==> src/rtl/unit_align_pipe_pkg.sv <==
// unit_align_pkg: shared definitions for the operand-alignment pipeline.
//   - Default exponent / stored-mantissa / guard widths (EW, MW, GW).
//   - calc_aw(): aligned-mantissa width AW = 1 + MW + GW (hidden bit included).
//   - operand_t: packed {sign, exp, mant} operand at the default widths.
package unit_align_pkg;

    localparam int unsigned EW_DEF = 8;
    localparam int unsigned MW_DEF = 23;
    localparam int unsigned GW_DEF = 4;

    function automatic int unsigned calc_aw(input int unsigned mw, input int unsigned gw);
        return 1 + mw + gw;
    endfunction

    localparam int unsigned AW_DEF = calc_aw(MW_DEF, GW_DEF);

    typedef struct packed {
        logic              sign;
        logic [EW_DEF-1:0] exp;
        logic [MW_DEF-1:0] mant;
    } operand_t;

endpackage

==> src/rtl/unit_align_pipe_if.sv <==
// unit_align_pipe_if: handshake/data bundle for unit_align_pipe.
//   Input side : i_a, i_b (packed {sign, exp, mant}), i_valid, o_ready
//   Output side: o_valid, i_ready, o_augend, o_addend (AW bits), o_exp, o_swap
//   modport master: the block feeding operands and consuming results
//   modport slave : the alignment pipeline itself
interface unit_align_pipe_if
    import unit_align_pkg::*;
#(
    parameter int unsigned EW = EW_DEF,
    parameter int unsigned MW = MW_DEF,
    parameter int unsigned GW = GW_DEF
);
    localparam int unsigned AW = calc_aw(MW, GW);

    logic [EW+MW:0] i_a;
    logic [EW+MW:0] i_b;
    logic           i_valid;
    logic           o_ready;
    logic           o_valid;
    logic           i_ready;
    logic [AW-1:0]  o_augend;
    logic [AW-1:0]  o_addend;
    logic [EW-1:0]  o_exp;
    logic           o_swap;

    modport master (
        output i_a, i_b, i_valid, i_ready,
        input  o_ready, o_valid, o_augend, o_addend, o_exp, o_swap
    );

    modport slave (
        input  i_a, i_b, i_valid, i_ready,
        output o_ready, o_valid, o_augend, o_addend, o_exp, o_swap
    );

endinterface

==> src/rtl/unit_align_pipe_shrl_sticky.sv <==
// shrl_sticky: combinational logical right shift of a W-bit value.
//   din  : value to shift
//   sh   : shift amount (SW bits); any amount >= W yields zero
//   dout : shifted value
// Optional feature macro ALIGN_STICKY_EN: when defined, every bit shifted
// out (all of din when sh >= W) is ORed into dout[0]; when undefined the
// shifted-out bits are simply dropped.
module shrl_sticky #(
    parameter int unsigned W  = 28,
    parameter int unsigned SW = 8
) (
    input  logic [W-1:0]  din,
    input  logic [SW-1:0] sh,
    output logic [W-1:0]  dout
);

    logic          over;
    logic [W-1:0]  shifted;

    always_comb begin
        over    = 32'(sh) >= W;
        shifted = over ? '0 : (din >> sh);
    end

`ifdef ALIGN_STICKY_EN
    logic [W-1:0] lost_mask;
    logic         sticky;

    always_comb begin
        // Mask covers exactly the bits that fall off the bottom.
        lost_mask = over ? '1 : ~({W{1'b1}} << sh);
        sticky    = |(din & lost_mask);
        dout      = {shifted[W-1:1], shifted[0] | sticky};
    end
`else
    always_comb begin
        dout = shifted;
    end
`endif

endmodule

==> src/rtl/unit_align_pipe.sv <==
// unit_align_pipe: two-stage operand alignment ahead of a floating-point adder.
//   i_clk, i_rst : clock, asynchronous active-high reset
//   bus (slave)  : i_a/i_b operands with i_valid/o_ready, aligned results
//                  o_augend (larger magnitude), o_addend, o_exp, o_swap
//                  (o_swap = 1 when o_augend came from i_b) with o_valid/i_ready.
// Stage 1 picks the larger-exponent operand and the exponent difference;
// stage 2 shifts the smaller one and orders the pair by magnitude.
// Optional feature macro ALIGN_STICKY_EN (in shrl_sticky): sticky OR of
// shifted-out bits into bit 0 of the shifted addend.
module unit_align_pipe
    import unit_align_pkg::*;
#(
    parameter int unsigned EW = EW_DEF,
    parameter int unsigned MW = MW_DEF,
    parameter int unsigned GW = GW_DEF
) (
    input  logic              i_clk,
    input  logic              i_rst,
    unit_align_pipe_if.slave  bus
);

    localparam int unsigned AW = calc_aw(MW, GW);

    logic          en;
    logic [EW-1:0] exp_a, exp_b, eff_a, eff_b;
    logic          hid_a, hid_b;
    logic [AW-1:0] ext_a, ext_b;
    logic          b_bigger_exp;
    logic          sign_unused;

    // Stage 1 registers
    logic          s1_valid;
    logic [EW-1:0] s1_d;
    logic [AW-1:0] s1_em;
    logic [AW-1:0] s1_el;
    logic [EW-1:0] s1_exp;
    logic          s1_em_is_b;

    // Stage 2 (output) registers
    logic          s2_valid;
    logic [AW-1:0] s2_augend;
    logic [AW-1:0] s2_addend;
    logic [EW-1:0] s2_exp;
    logic          s2_swap;

    logic [AW-1:0] el_shifted;

    always_comb begin
        en           = !s2_valid || bus.i_ready;
        exp_a        = bus.i_a[EW+MW-1:MW];
        exp_b        = bus.i_b[EW+MW-1:MW];
        hid_a        = |exp_a;
        hid_b        = |exp_b;
        eff_a        = hid_a ? exp_a : EW'(1);
        eff_b        = hid_b ? exp_b : EW'(1);
        ext_a        = {hid_a, bus.i_a[MW-1:0], {GW{1'b0}}};
        ext_b        = {hid_b, bus.i_b[MW-1:0], {GW{1'b0}}};
        b_bigger_exp = eff_b > eff_a;
        // Signs play no part in magnitude alignment.
        sign_unused  = bus.i_a[EW+MW] ^ bus.i_b[EW+MW];
    end

    assign bus.o_ready  = en;
    assign bus.o_valid  = s2_valid;
    assign bus.o_augend = s2_augend;
    assign bus.o_addend = s2_addend;
    assign bus.o_exp    = s2_exp;
    assign bus.o_swap   = s2_swap;

    shrl_sticky #(
        .W  (AW),
        .SW (EW)
    ) u_shrl_sticky (
        .din  (s1_el),
        .sh   (s1_d),
        .dout (el_shifted)
    );

    always_ff @(posedge i_clk or posedge i_rst) begin
        if (i_rst) begin
            s1_valid   <= 1'b0;
            s1_d       <= '0;
            s1_em      <= '0;
            s1_el      <= '0;
            s1_exp     <= '0;
            s1_em_is_b <= 1'b0;
        end else if (en) begin
            s1_valid <= bus.i_valid;
            if (bus.i_valid) begin
                s1_em_is_b <= b_bigger_exp;
                if (b_bigger_exp) begin
                    s1_d   <= eff_b - eff_a;
                    s1_em  <= ext_b;
                    s1_el  <= ext_a;
                    s1_exp <= eff_b;
                end else begin
                    s1_d   <= eff_a - eff_b;
                    s1_em  <= ext_a;
                    s1_el  <= ext_b;
                    s1_exp <= eff_a;
                end
            end
        end
    end

    always_ff @(posedge i_clk or posedge i_rst) begin
        if (i_rst) begin
            s2_valid  <= 1'b0;
            s2_augend <= '0;
            s2_addend <= '0;
            s2_exp    <= '0;
            s2_swap   <= 1'b0;
        end else if (en) begin
            s2_valid <= s1_valid;
            if (s1_valid) begin
                s2_exp <= s1_exp;
                // Ties keep the larger-exponent operand (A on equal
                // exponents), so equal magnitudes report o_swap = 0.
                if (s1_em >= el_shifted) begin
                    s2_augend <= s1_em;
                    s2_addend <= el_shifted;
                    s2_swap   <= s1_em_is_b;
                end else begin
                    s2_augend <= el_shifted;
                    s2_addend <= s1_em;
                    s2_swap   <= !s1_em_is_b;
                end
            end
        end
    end

endmodule

==> src/flat_wrapper.sv <==
// flat-port wrapper written by rule: the top's interface ports become plain ports
module unit_align_pipe_flat import unit_align_pkg::*;
#(
    parameter int unsigned EW = EW_DEF,
    parameter int unsigned MW = MW_DEF,
    parameter int unsigned GW = GW_DEF
)
  (i_clk, i_rst, bus_i_a, bus_i_b, bus_i_valid, bus_i_ready, bus_o_ready, bus_o_valid, bus_o_augend, bus_o_addend, bus_o_exp, bus_o_swap);
  unit_align_pipe_if #(.EW(EW), .MW(MW), .GW(GW)) bus_i ();
  input  logic i_clk;
  input  logic i_rst;
  input wire logic [$bits(bus_i.i_a)-1:0] bus_i_a;
  input wire logic [$bits(bus_i.i_b)-1:0] bus_i_b;
  input wire logic [$bits(bus_i.i_valid)-1:0] bus_i_valid;
  input wire logic [$bits(bus_i.i_ready)-1:0] bus_i_ready;
  output wire logic [$bits(bus_i.o_ready)-1:0] bus_o_ready;
  output wire logic [$bits(bus_i.o_valid)-1:0] bus_o_valid;
  output wire logic [$bits(bus_i.o_augend)-1:0] bus_o_augend;
  output wire logic [$bits(bus_i.o_addend)-1:0] bus_o_addend;
  output wire logic [$bits(bus_i.o_exp)-1:0] bus_o_exp;
  output wire logic [$bits(bus_i.o_swap)-1:0] bus_o_swap;
  assign bus_i.i_a = bus_i_a;
  assign bus_i.i_b = bus_i_b;
  assign bus_i.i_valid = bus_i_valid;
  assign bus_i.i_ready = bus_i_ready;
  assign bus_o_ready = bus_i.o_ready;
  assign bus_o_valid = bus_i.o_valid;
  assign bus_o_augend = bus_i.o_augend;
  assign bus_o_addend = bus_i.o_addend;
  assign bus_o_exp = bus_i.o_exp;
  assign bus_o_swap = bus_i.o_swap;
  unit_align_pipe #(.EW(EW), .MW(MW), .GW(GW)) u_core (.i_clk(i_clk), .i_rst(i_rst), .bus(bus_i));
endmodule
==> config.mk <==
export PLATFORM = sky130hd
export DESIGN_NAME = unit_align_pipe_flat
export DESIGN_NICKNAME = d
export VERILOG_FILES = /design/src/rtl/unit_align_pipe_pkg.sv /design/src/rtl/unit_align_pipe_if.sv /design/src/rtl/unit_align_pipe_shrl_sticky.sv /design/src/rtl/unit_align_pipe.sv /design/src/flat_wrapper.sv
export SDC_FILE = /design/constraint.sdc
export NUM_CORES = 1
export LEC_CHECK = 0
export CAP_MARGIN = 20
export CORE_MARGIN = 2
export CORE_UTILIZATION = 45
export DETAILED_ROUTE_END_ITERATION = 6
export GPL_TIMING_DRIVEN = 0
export HOLD_SLACK_MARGIN = 0.02
export PLACE_DENSITY = 0.7
export RECOVER_POWER = 25
export SETUP_SLACK_MARGIN = 0.1
export SLEW_MARGIN = 20
export SYNTH_ARGS = -nofsm -noshare
export SYNTH_HDL_FRONTEND = slang
export SYNTH_SLANG_ARGS = --single-unit
export TNS_END_PERCENT = 10
==> constraint.sdc <==
create_clock -name i_clk -period 4.6 [get_ports i_clk]
set_clock_uncertainty 0.05 [all_clocks]
set_input_delay 0.46 -clock i_clk [delete_from_list [all_inputs] [get_ports i_clk]]
set_output_delay 0.46 -clock i_clk [all_outputs]
set_load 0.03 [all_outputs]
==> results of run 1 <==
## cells by family after synthesis
| kind of cell | count (synthesis) | share of synthesized area |
|---|---|---|
| compound gates | 248 | 0.185 |
| xor+xnor | 3 | 0.00290 |
| fa+ha+maj | 41 | 0.0583 |
| buf+inv | 115 | 0.0610 |
| flops | 132 | 0.365 |
| mux | 121 | 0.169 |
| simple gates | 316 | 0.159 |
## worst min path at each step
stage / slack (ns) / endpoint / depth (start not counted) / from
after floorplan: 0.39 / u_core.bus.o_exp[0]$_DFFE_PP0P_ / 2 / u_core.s1_exp[0]$_DFFE_PP0P_
final: 0.42 / u_core.bus.o_exp[2]$_DFFE_PP0P_ / 2 / u_core.s1_exp[2]$_DFFE_PP0P_
after global placement: 0.40 / u_core.bus.o_exp[6]$_DFFE_PP0P_ / 2 / u_core.s1_exp[6]$_DFFE_PP0P_
after CTS: 0.42 / u_core.bus.o_augend[4]$_DFFE_PP0P_ / 2 / i_rst
after global routing: 0.44 / u_core.bus.o_exp[1]$_DFFE_PP0P_ / 2 / u_core.bus.o_exp[1]$_DFFE_PP0P_
after detailed placement: 0.40 / u_core.bus.o_exp[6]$_DFFE_PP0P_ / 2 / u_core.s1_exp[6]$_DFFE_PP0P_
## cells in the final DEF, fill, tap and decap left out, types with 10 or more instances in the layout
master and instances:
clkbuf_1 48, dfrtp_1 131, buf_2 14, ha_1 39, a221o_1 41, mux2i_1 80
nand2_1 156, a21oi_1 48, o211ai_1 10, nor2_1 55, inv_1 23, clkbuf_16 17
nand4_1 12, nor3_1 29, o21ai_0 72, clkdlybuf4s50_1 130, o21ai_1 11, mux4_2 24
buf_6 12, buf_4 10
## metrics by stage
step	cells	setup TNS [ns]	worst slack, ns
after floorplan	976	0	0.536
after global placement	1373	-184.85	-1.17
after detailed placement	1374	-34.88	-0.830
after CTS	1407	0	0.109
after global routing	1409	0	0.0997
final	1409	0	0.241
## cell usage after synthesis (6+ instances only)
master and instances:
inv_1 24, nand2_1 158, nand3_1 9, nor3_1 33, a221oi_1 6, a211oi_1 8, o21ai_1 10, a22o_1 8
a21o_1 6, mux4_2 24, a21oi_1 48, mux2i_1 84, o211ai_1 10, buf_6 11, a221o_1 41, o21ai_0 73
nor4_1 7, nor2b_1 9, nand4_1 12, dfrtp_1 132, mux2_1 6, ha_1 39, nor2_1 56, mux2_2 7
clkbuf_1 55, nand2b_1 7, buf_2 19
## cell type report
type	count	area, sq um	area share
Timing Repair Buffer	137	1380	0.119
Sequential cell	132	3300	0.286
Buffer	89	505	0.0438
Tap cell	265	332	0.0287
Inverter	25	95.1	0.00823
Clock buffer	20	457	0.0395
Clock inverter	12	201	0.0174
Multi-Input combinational cell	729	5280	0.457
## repair_timing
item                       in CTS  in global routing
pin swaps                       2                  4
gates resized for setup        14                 34
setup buffers                   2                  2
setup endpoints to repair      57                 51
## report_power, final
group / internal [mW] / switching, mW
Clock: 0.991 / 0.546
Sequential: 1.46 / 0.304
Combinational: 1.14 / 1.54
Total: 3.59 / 2.39
## routing by layer
metal,share of wire,wire length [um],up-vias,global-route usage
met3,0.063,1850,51,0.0621
met4,0.032,932,0,0.111
met2,0.46,13500,294,0.432
met1,0.44,12800,4036,0.376
li1,-,-,3906,-
met5,0,0,-,0
## state kept, by name, summed over array words and instances (netlist names)
| name | count |
|---|---|
| u_core.bus.o_addend | 28 |
| u_core.bus.o_augend | 28 |
| u_core.s1_el | 24 |
| u_core.s1_em | 24 |
| u_core.bus.o_exp | 8 |
| u_core.s1_d | 8 |
| u_core.s1_exp | 8 |
| u_core.bus.o_swap | 1 |
| u_core.bus.o_valid | 1 |
| u_core.s1_em_is_b | 1 |
| u_core.s1_valid | 1 |
## critical path: stages, from the launching register on
cell,delay (ns)
dfrtp_1,0.34
buf_6,0.17
buf_8,0.17
buf_8,0.18
buf_8,0.18
mux4_2,0.52
mux2i_2,0.26
o22ai_1,0.13
a31oi_2,0.24
ha_1,0.29
a21o_1,0.16
nand3_1,0.07
a21oi_1,0.07
o31a_1,0.33
nor3_2,0.18
buf_4,0.17
clkbuf_2,0.28
a21oi_1,0.11
a221o_1,0.30
==> key figures, run 1 <==
Global routing
  • Pin count of the biggest net entering global routing: 72
  • Gr usage total: 0.277
  • Initial antenna violation count: 0
  • Vias in the first global route: 8209
  • GR Overflow Total: 0
  • First-pass GRT wire length: 46100 um

Cells and area
  • Nets@finish: 1240
  • Antenna diodes: 0
  • Syn-to-layout area delta: 27.5%
  • Final core utilization: 0.590
  • Post-Layout Inst Area: 0.0116 sq mm
  • Fraction of layout cells with a size suffix above 1: 0.116
  • Fillers: 1776

Logic synthesis
  • Post-synth EDFFs: 0
  • Post-synthesis cell area: 0.00906 sq mm
  • Synth Register Bits: 132
  • Syn avg cell area: 9.28 sq um
  • YS warnings: 0
  • Async SR Flop Fraction: 1.00
  • Synth unique cells: 65
  • Post-Synthesis Cells: 976
  • Synth top area share: 0.365
  • Sequential area share after synthesis: 0.365
  • Synth area leader: dfrtp_1
  • Mapped Nets: 1085
  • Synth area leaders: dfrtp_1 36%, mux2i_1 9.3%, nand2_1 6.5%
  • Top FF cell, synth: dfrtp_1

Critical path
  • Critical path capture point type: register
  • Worst setup path class: reg2reg
  • CP Max Fanout: 10
  • Crit Reg-Reg Endpoint: u_core.bus.o_augend[11]$_DFFE_PP0P_
  • CP arrival: 4.62 ns
  • Worst Path Required: 4.87 ns
  • Startpoint Class: register
  • CP startpoint: u_core.s1_d[0]$_DFFE_PP0P_
  • Reg-to-reg slack, setup: 0.24 ns
  • Worst-case reg-to-reg path depth: 18
  • Worst Setup EP: u_core.bus.o_augend[11]$_DFFE_PP0P_
  • Launch point of the worst reg-to-reg path: u_core.s1_d[0]$_DFFE_PP0P_

Floorplan
  • Total core area: 0.0196 sq mm
  • Die height: 146 um
  • DIE AREA: 0.0213 sq mm
  • Row count: 51
  • IO Pins: 135
  • Initial core utilization: 0.462
  • Die width: 146 um

STA
  • Slew Limit Fails: 62
  • Fin Hold WS: 0.420 ns
  • Tcrit/Tclk final: 0.948
  • Slew margin rel.: -0.885
  • Achievable Freq: 0.229 GHz
  • Unrepaired setup endpoints after global routing: no
  • Final Hold Vio Count: 0
  • Pin slew with the least headroom to its limit: 2.81 ns
  • Final setup viols: 0
  • Min cycle time layout: 4.36 ns

Clocking
  • H-tree levels: 4
  • Clock Latency Late Sink: 0.44 ns
  • CTS clk-pin slew, worst paths: 0.06 ns
  • CTS buffer count: 17
  • Hold Buf Count CTS: 0
  • Root Driver: clkbuf_16
  • Max Buffers Root-to-Sink: 2
  • Clk sink count: 132
  • CTS tree: yes

Drt
  • Drt total wl: 29100 um
  • Initial DRC Count: 644
  • DR vias/cell: 5.88
  • DR vias: 8287
  • DRT Pass-1 Iters: 5
  • Drt drc: 0
  • DR WL/cell: 20.7 um
  • Routed Antenna Nets: 0

Placement
  • Dpl hpwl: 22700 um
  • Final Wtd Congestion: 0.974
  • IO Port Bufs: 132
  • Area after DPL: 0.0107 sq mm

Power
  • Overall Power: 5.98 mW
  • Pwr dens: 518 mW/mm^2
  • Max VDD drop: 0.000289 V
  • Leak: 5.04 nW

Job
  • Max_cap viols: 1

Status
  • Outcome: finished, violations left
  • Failing checks: capacitance limit, slew limit

Worst hold path
  • Worst min-delay path class: reg2reg
(Power assumes the default switching activity.)
==> run 2: changes to the inputs <==
Settings changed: CORE_MARGIN 2 to 10.
==> key figures, run 2 (synthesized netlist as in run 1, its figures left out) <==
Power
  • Pwr dens: 514 mW/mm^2 (-0.75%)
  • Leak: 5.03 nW (-0.15%)
  • Overall Power: 5.93 mW (-0.84%)
  • Share of power burned in registers: 0.295 (about the same)
  • Logic pwr share: 0.460 (+0.012)
  • Sw power: 2.40 mW (+0.27%)
  • Max VDD drop: 0.000261 V (-9.5%)
  • P_int: 3.53 mW (-1.6%)
  • Net Sw Frac: 0.404 (+0.00446)
  • Clk network pwr share: 0.245 (-0.012)

Critical path
  • CP Max Fanout: 10 (unchanged)
  • Worst Path Required: 4.91 ns (+0.04 ns)
  • Launch point of the worst reg-to-reg path: u_core.s1_d[0]$_DFFE_PP0P_
  • Worst setup path class: reg2reg
  • CP arrival: 4.61 ns (about the same)
  • Startpoint Class: register
  • Reg-to-reg slack, setup: 0.30 ns (+0.06 ns)
  • Critical path capture point type: register
  • Worst-case reg-to-reg path depth: 18 (unchanged)
  • Crit Reg-Reg Endpoint: u_core.bus.o_addend[13]$_DFFE_PP0P_

Drt
  • DR vias/cell: 5.93 (+0.80%)
  • DR vias: 8359 (+0.87%)
  • Initial DRC Count: 571 (-11%)
  • Routed Antenna Nets: 0 (unchanged)
  • Drt total wl: 30300 um (+4.1%)
  • DR WL/cell: 21.5 um (+4.0%)
  • DRT Pass-1 Iters: 5 (unchanged)
  • Drt drc: 0 (unchanged)

Floorplan
  • Total core area: 0.0197 sq mm (+0.33%)
  • IO Pins: 135 (unchanged)
  • DIE AREA: 0.0262 sq mm (+23%)
  • Die height: 162 um (+11%)
  • Initial core utilization: 0.461 (-0.00150)
  • Die width: 162 um (+11%)
  • Row count: 51 (unchanged)

STA
  • Final setup viols: 0 (unchanged)
  • Worst Setup Slack, final: 0.303 ns (+0.0623 ns)
  • Pin slew with the least headroom to its limit: 2.67 ns (-0.146 ns)
  • Tcrit/Tclk final: 0.934 (-0.0136)
  • Final Hold Vio Count: 0 (unchanged)
  • Achievable Freq: 0.233 GHz (+1.5%)
  • Unrepaired setup endpoints after global routing: no
  • Slew Limit Fails: 135 (+120%)
  • Setup TNS: 0 ns (unchanged)
  • Min cycle time layout: 4.30 ns (-0.0623 ns)
  • Slew margin rel.: -0.787 (+0.0979)

Clocking
  • Clk sink count: 132 (unchanged)
  • Max Buffers Root-to-Sink: 2 (unchanged)
  • H-tree levels: 4 (unchanged)
  • Root Driver: clkbuf_16
  • CTS clk-pin slew, worst paths: 0.06 ns (about the same)
  • CTS tree: yes
  • Hold Buf Count CTS: 0 (unchanged)
  • Clock Latency Late Sink: 0.43 ns (about the same)
  • CTS buffer count: 17 (unchanged)

Job
  • Max_cap viols: 2 (+1)

Status
  • Outcome: finished, violations left
  • Failing checks: capacitance limit, slew limit

Placement
  • IO Port Bufs: 132 (unchanged)
  • Dpl hpwl: 24000 um (+5.4%)
  • Post-Place Cells: 1374 (unchanged)
  • Final Wtd Congestion: 0.962 (-1.3%)
  • Pre-CTS setup slack: -0.804 ns (+0.0254 ns)

Cells and area
  • Most frequent cells in the layout: 156 x nand2_1, 131 x dfrtp_1, 130 x clkdlybuf4s50_1
  • Nets@finish: 1241 (+0.081%)
  • Fraction of layout cells with a size suffix above 1: 0.118 (+0.00165)
  • Syn-to-layout area delta: 27.4% (about the same)
  • Most common cell after layout, fill and taps aside: nand2_1
  • Final std cells w/o fill: 1410 (+0.071%)
  • Antenna diodes: 0 (unchanged)

Global routing
  • Initial antenna violation count: 0 (unchanged)
  • Gr usage total: 0.231 (-0.0461)
  • Pin count of the biggest net entering global routing: 73 (+1.4%)
  • Vias in the first global route: 8397 (+2.3%)
  • GR Overflow Total: 0 (unchanged)
  • First-pass GRT wire length: 48300 um (+4.8%)

Worst hold path
  • Worst Hold End: u_core.bus.o_exp[2]$_DFFE_PP0P_
  • Hold path depth: 2 (unchanged)
  • Worst min-delay path class: reg2reg
  • Hold Startpoint: u_core.s1_exp[2]$_DFFE_PP0P_
## run 2: cell types whose count changed in the layout (fill, tap and decap cells not counted), moves of 2 or more
| cell | delta |
|---|---|
| buf_12 | +2 |
| nor3_1 | -2 |
| nor3_2 | +2 |
| o21ai_1 | -2 |
## run 2: worst max-delay path by stage
stage / startpoint / end / slack, ns / cells past startpoint
2_1_floorplan: u_core.s1_d[0]$_DFFE_PP0P_ / u_core.bus.o_augend[13]$_DFFE_PP0P_ / 0.54 / 16
3_3_place_gp: i_rst / u_core.s1_d[3]$_DFFE_PP0P_ / -1.11 / 2
3_5_place_dp: u_core.s1_d[2]$_DFFE_PP0P_ / u_core.bus.o_augend[5]$_DFFE_PP0P_ / -0.80 / 17
4_1_cts: u_core.s1_d[2]$_DFFE_PP0P_ / u_core.bus.o_addend[24]$_DFFE_PP0P_ / 0.09 / 18
5_1_grt: i_rst / u_core.s1_exp[4]$_DFFE_PP0P_ / 0.09 / 3
6_report: u_core.s1_d[0]$_DFFE_PP0P_ / u_core.bus.o_addend[13]$_DFFE_PP0P_ / 0.30 / 18
## run 2: critical path, stage by stage (launching register included)
cell,delay [ns]
dfrtp_1,0.36
buf_8,0.16
buf_8,0.17
buf_12,0.16
buf_12,0.15
mux4_2,0.52
mux2i_2,0.26
o22ai_1,0.14
a31oi_2,0.24
ha_1,0.29
a21o_1,0.16
nand3_1,0.08
a21oi_1,0.07
o31a_1,0.32
or3_1,0.31
buf_2,0.17
clkbuf_2,0.22
nor3_1,0.25
a221o_1,0.14
## run 2: final cells by class
class                      instances  area (sq um)
buffer                            89           533
clock buffer                      20           447
clock inverter                    12           179
fill                            1832          8110
inverter                          25          95.1
multi-input combinational        729          5290
sequential                       132          3300
tap                              265           332
timing repair buffer             138          1360
## run 2: per-stage QoR
step,hold slack [ns],area (sq um),util
global route,0.449,11500,0.587
finish,0.417,11500,0.587
CTS,0.418,11400,0.582
floorplan,0.389,9060,-
detailed placement,0.412,10700,0.547
global placement,0.402,10700,0.545
## run 2: power groups by stage
stage	Combinational, mW	Clock (mW)	Sequential, mW
5_1_grt	2.93	1.52	1.79
3_5_place_dp	2.62	0	1.76
6_report	2.73	1.45	1.75
4_1_cts	2.67	1.46	1.74
3_3_place_gp	2.60	0	1.75
2_1_floorplan	1.36	0	2.02
## run 2: timing repair
| action | 4_1_cts | 5_1_grt |
|---|---|---|
| setup buffers | 4 | 1 |
| hold endpoints to repair | 0 | 0 |
| pin swaps | 2 | 3 |
| setup endpoints to repair | 57 | 57 |
| resized for setup | 17 | 36 |
## run 2: routing by layer
metal | up-vias | track usage | share of wire
li1 | 3911 | - | -
met2 | 306 | 0.362 | 0.48
met3 | 41 | 0.0521 | 0.070
met1 | 4101 | 0.310 | 0.44
met4 | 0 | 0.0715 | 0.019
met5 | - | 0 | 0
==> run 3: changes to the inputs <==
Settings changed: TNS_END_PERCENT 10 to not set.
==> key figures, run 3 (synthesized netlist as in run 1, its figures left out) <==
Status
  • Outcome: finished, violations left
  • Failing checks: capacitance limit, slew limit

Floorplan
  • Row count: 51 (unchanged)
  • Total core area: 0.0197 sq mm (unchanged)
  • Die width: 162 um (unchanged)
  • Initial core utilization: 0.461 (unchanged)
  • Die height: 162 um (unchanged)
  • IO Pins: 135 (unchanged)
  • DIE AREA: 0.0262 sq mm (unchanged)

Power
  • Clk network pwr share: 0.244 (about the same)
  • Pwr dens: 514 mW/mm^2 (about the same)
  • P_int: 3.54 mW (+0.14%)
  • Net Sw Frac: 0.404 (about the same)
  • Logic pwr share: 0.461 (about the same)
  • Overall Power: 5.94 mW (+0.11%)
  • Max VDD drop: 0.000261 V (-0.21%)
  • Sw power: 2.40 mW (about the same)
  • Share of power burned in registers: 0.295 (about the same)
  • Leak: 5.03 nW (about the same)

Placement
  • Area after DPL: 0.0107 sq mm (unchanged)
  • IO Port Bufs: 132 (unchanged)
  • Final Wtd Congestion: 0.962 (unchanged)
  • Dpl hpwl: 24000 um (unchanged)
  • Post-Place Cells: 1374 (unchanged)

Critical path
  • Worst setup path class: reg2reg
  • Reg-to-reg slack, setup: 0.31 ns (about the same)
  • CP arrival: 4.59 ns (-0.02 ns)
  • CP Max Fanout: 10 (unchanged)
  • Worst-case reg-to-reg path depth: 17 (-1)
  • Crit Reg-Reg Endpoint: u_core.bus.o_addend[12]$_DFFE_PP0P_
  • Worst Path Required: 4.90 ns (about the same)
  • Launch point of the worst reg-to-reg path: u_core.s1_d[0]$_DFFE_PP0P_
  • Critical path capture point type: register
  • Startpoint Class: register

Worst hold path
  • Hold path depth: 2 (unchanged)
  • Hold Startpoint: u_core.s1_exp[2]$_DFFE_PP0P_
  • Worst Hold End: u_core.bus.o_exp[2]$_DFFE_PP0P_
  • Worst min-delay path class: reg2reg

Cells and area
  • Post-Layout Inst Area: 0.0115 sq mm (about the same)
  • Syn-to-layout area delta: 27.5% (about the same)
  • Final core utilization: 0.588 (about the same)
  • Most common cell after layout, fill and taps aside: nand2_1
  • Nets@finish: 1241 (unchanged)
  • Antenna diodes: 0 (unchanged)
  • Most frequent cells in the layout: 156 x nand2_1, 131 x dfrtp_1, 130 x clkdlybuf4s50_1
  • Fraction of layout cells with a size suffix above 1: 0.120 (+0.00175)
  • Final std cells w/o fill: 1410 (unchanged)
  • Fillers: 1827 (-0.27%)

STA
  • Slew margin rel.: -0.798 (-0.0113)
  • Final setup viols: 0 (unchanged)
  • Min cycle time layout: 4.29 ns (-0.00831 ns)
  • Unrepaired setup endpoints after global routing: yes
  • Tcrit/Tclk final: 0.932 (-0.00181)
  • Fin Hold WS: 0.417 ns (+0.0000980 ns)
  • Pin slew with the least headroom to its limit: 2.68 ns (+0.0168 ns)
  • Final Hold Vio Count: 0 (unchanged)
  • Achievable Freq: 0.233 GHz (+0.19%)
  • Slew Limit Fails: 135 (unchanged)

Drt
  • Drt drc: 0 (unchanged)
  • Initial DRC Count: 590 (+3.3%)
  • Drt total wl: 30300 um (-0.22%)
  • DR vias: 8333 (-0.31%)
  • DR WL/cell: 21.5 um (-0.22%)
  • Routed Antenna Nets: 0 (unchanged)
  • DR vias/cell: 5.91 (-0.31%)
  • DRT Pass-1 Iters: 5 (unchanged)

Clocking
  • Max Buffers Root-to-Sink: 2 (unchanged)
  • Clock Latency Late Sink: 0.42 ns (about the same)
  • H-tree levels: 4 (unchanged)
  • CTS tree: yes
  • CTS buffer count: 17 (unchanged)
  • CTS clk-pin slew, worst paths: 0.06 ns (about the same)
  • Root Driver: clkbuf_16
  • Clk sink count: 132 (unchanged)
  • Hold Buf Count CTS: 0 (unchanged)

Global routing
  • Met1 Usage GRT: 0.311 (+0.000312)
  • GRT Max-Usage Layer: met2
  • Gr usage total: 0.231 (about the same)
  • First-pass GRT wire length: 48400 um (+0.10%)
  • Vias in the first global route: 8399 (+0.024%)
  • Pin count of the biggest net entering global routing: 73 (unchanged)
  • GR Overflow Total: 0 (unchanged)
  • Routing usage on met3: 0.0521 (unchanged)
  • Initial antenna violation count: 0 (unchanged)
  • Met2 GRT Util: 0.363 (+0.00112)

Job
  • Max_cap viols: 2 (unchanged)
-- run 3: cell count changes in the layout (fill, tap and decap cells not counted) --
cell	delta
buf_2	+1
buf_4	+1
buf_8	-1
clkbuf_1	-1
mux2i_1	-1
mux2i_4	+1
-- run 3: through the flow --
| step | setup WS [ns] | setup TNS, ns |
|---|---|---|
| 3_5_place_dp | -0.804 | -34.68 |
| 3_3_place_gp | -1.11 | -183.30 |
| 5_1_grt | 0.0861 | 0 |
| 2_1_floorplan | 0.536 | 0 |
| 6_report | 0.311 | 0 |
| 4_1_cts | 0.0936 | 0 |
-- run 3: what timing repair did --
| action | in CTS | in global routing |
|---|---|---|
| buffers inserted | 4 | 1 |
| pin swaps | 2 | 3 |
| resized for setup | 18 | 38 |
| setup endpoints to repair | 57 | 57 |
-- run 3: power by group through the flow --
stage / combinational, mW / sequential, mW / clock (mW)
after global placement: 2.60 / 1.75 / 0
after detailed placement: 2.62 / 1.76 / 0
after CTS: 2.67 / 1.74 / 1.46
final: 2.73 / 1.75 / 1.45
after global routing: 2.94 / 1.79 / 1.52
after floorplan: 1.36 / 2.02 / 0
-- run 3: area by class of cell --
type | count | area (sq um) | area share
clock inverters | 12 | 179 | 0.0155
plain buffers | 89 | 527 | 0.0456
repair buffers | 138 | 1360 | 0.118
multi-input cells | 729 | 5300 | 0.459
clock buffers | 20 | 447 | 0.0387
inverters | 25 | 95.1 | 0.00823
flip-flops and latches | 132 | 3300 | 0.286
well taps | 265 | 332 | 0.0287
-- run 3: how the worst max path moves through the flow --
stage	startpoint	endpoint	depth (start not counted)
4_1_cts	u_core.s1_d[0]$_DFFE_PP0P_	u_core.bus.o_addend[14]$_DFFE_PP0P_	17
2_1_floorplan	u_core.s1_d[0]$_DFFE_PP0P_	u_core.bus.o_augend[13]$_DFFE_PP0P_	16
5_1_grt	i_rst	u_core.s1_exp[4]$_DFFE_PP0P_	3
3_3_place_gp	i_rst	u_core.s1_d[3]$_DFFE_PP0P_	2
3_5_place_dp	u_core.s1_d[2]$_DFFE_PP0P_	u_core.bus.o_augend[5]$_DFFE_PP0P_	17
6_report	u_core.s1_d[0]$_DFFE_PP0P_	u_core.bus.o_addend[12]$_DFFE_PP0P_	17
-- run 3: per-layer routing --
layer,part of all wire,up-vias
met3,0.072,31
met1,0.43,4083
li1,-,3919
met2,0.48,300
met5,0,-
met4,0.017,0
-- run 3: critical path: stages, from the launching register on --
cell and delay, ns:
dfrtp_1 0.36, buf_8 0.16, buf_8 0.17, buf_12 0.16, buf_12 0.15, mux4_2 0.56
nand2_1 0.10, o211ai_1 0.16, ha_1 0.40, a2111oi_2 0.31, o21ai_1 0.13, a221oi_2 0.24
o31ai_1 0.12, or3_1 0.37, buf_2 0.17, buf_2 0.20, nor3_1 0.24, a221o_1 0.15
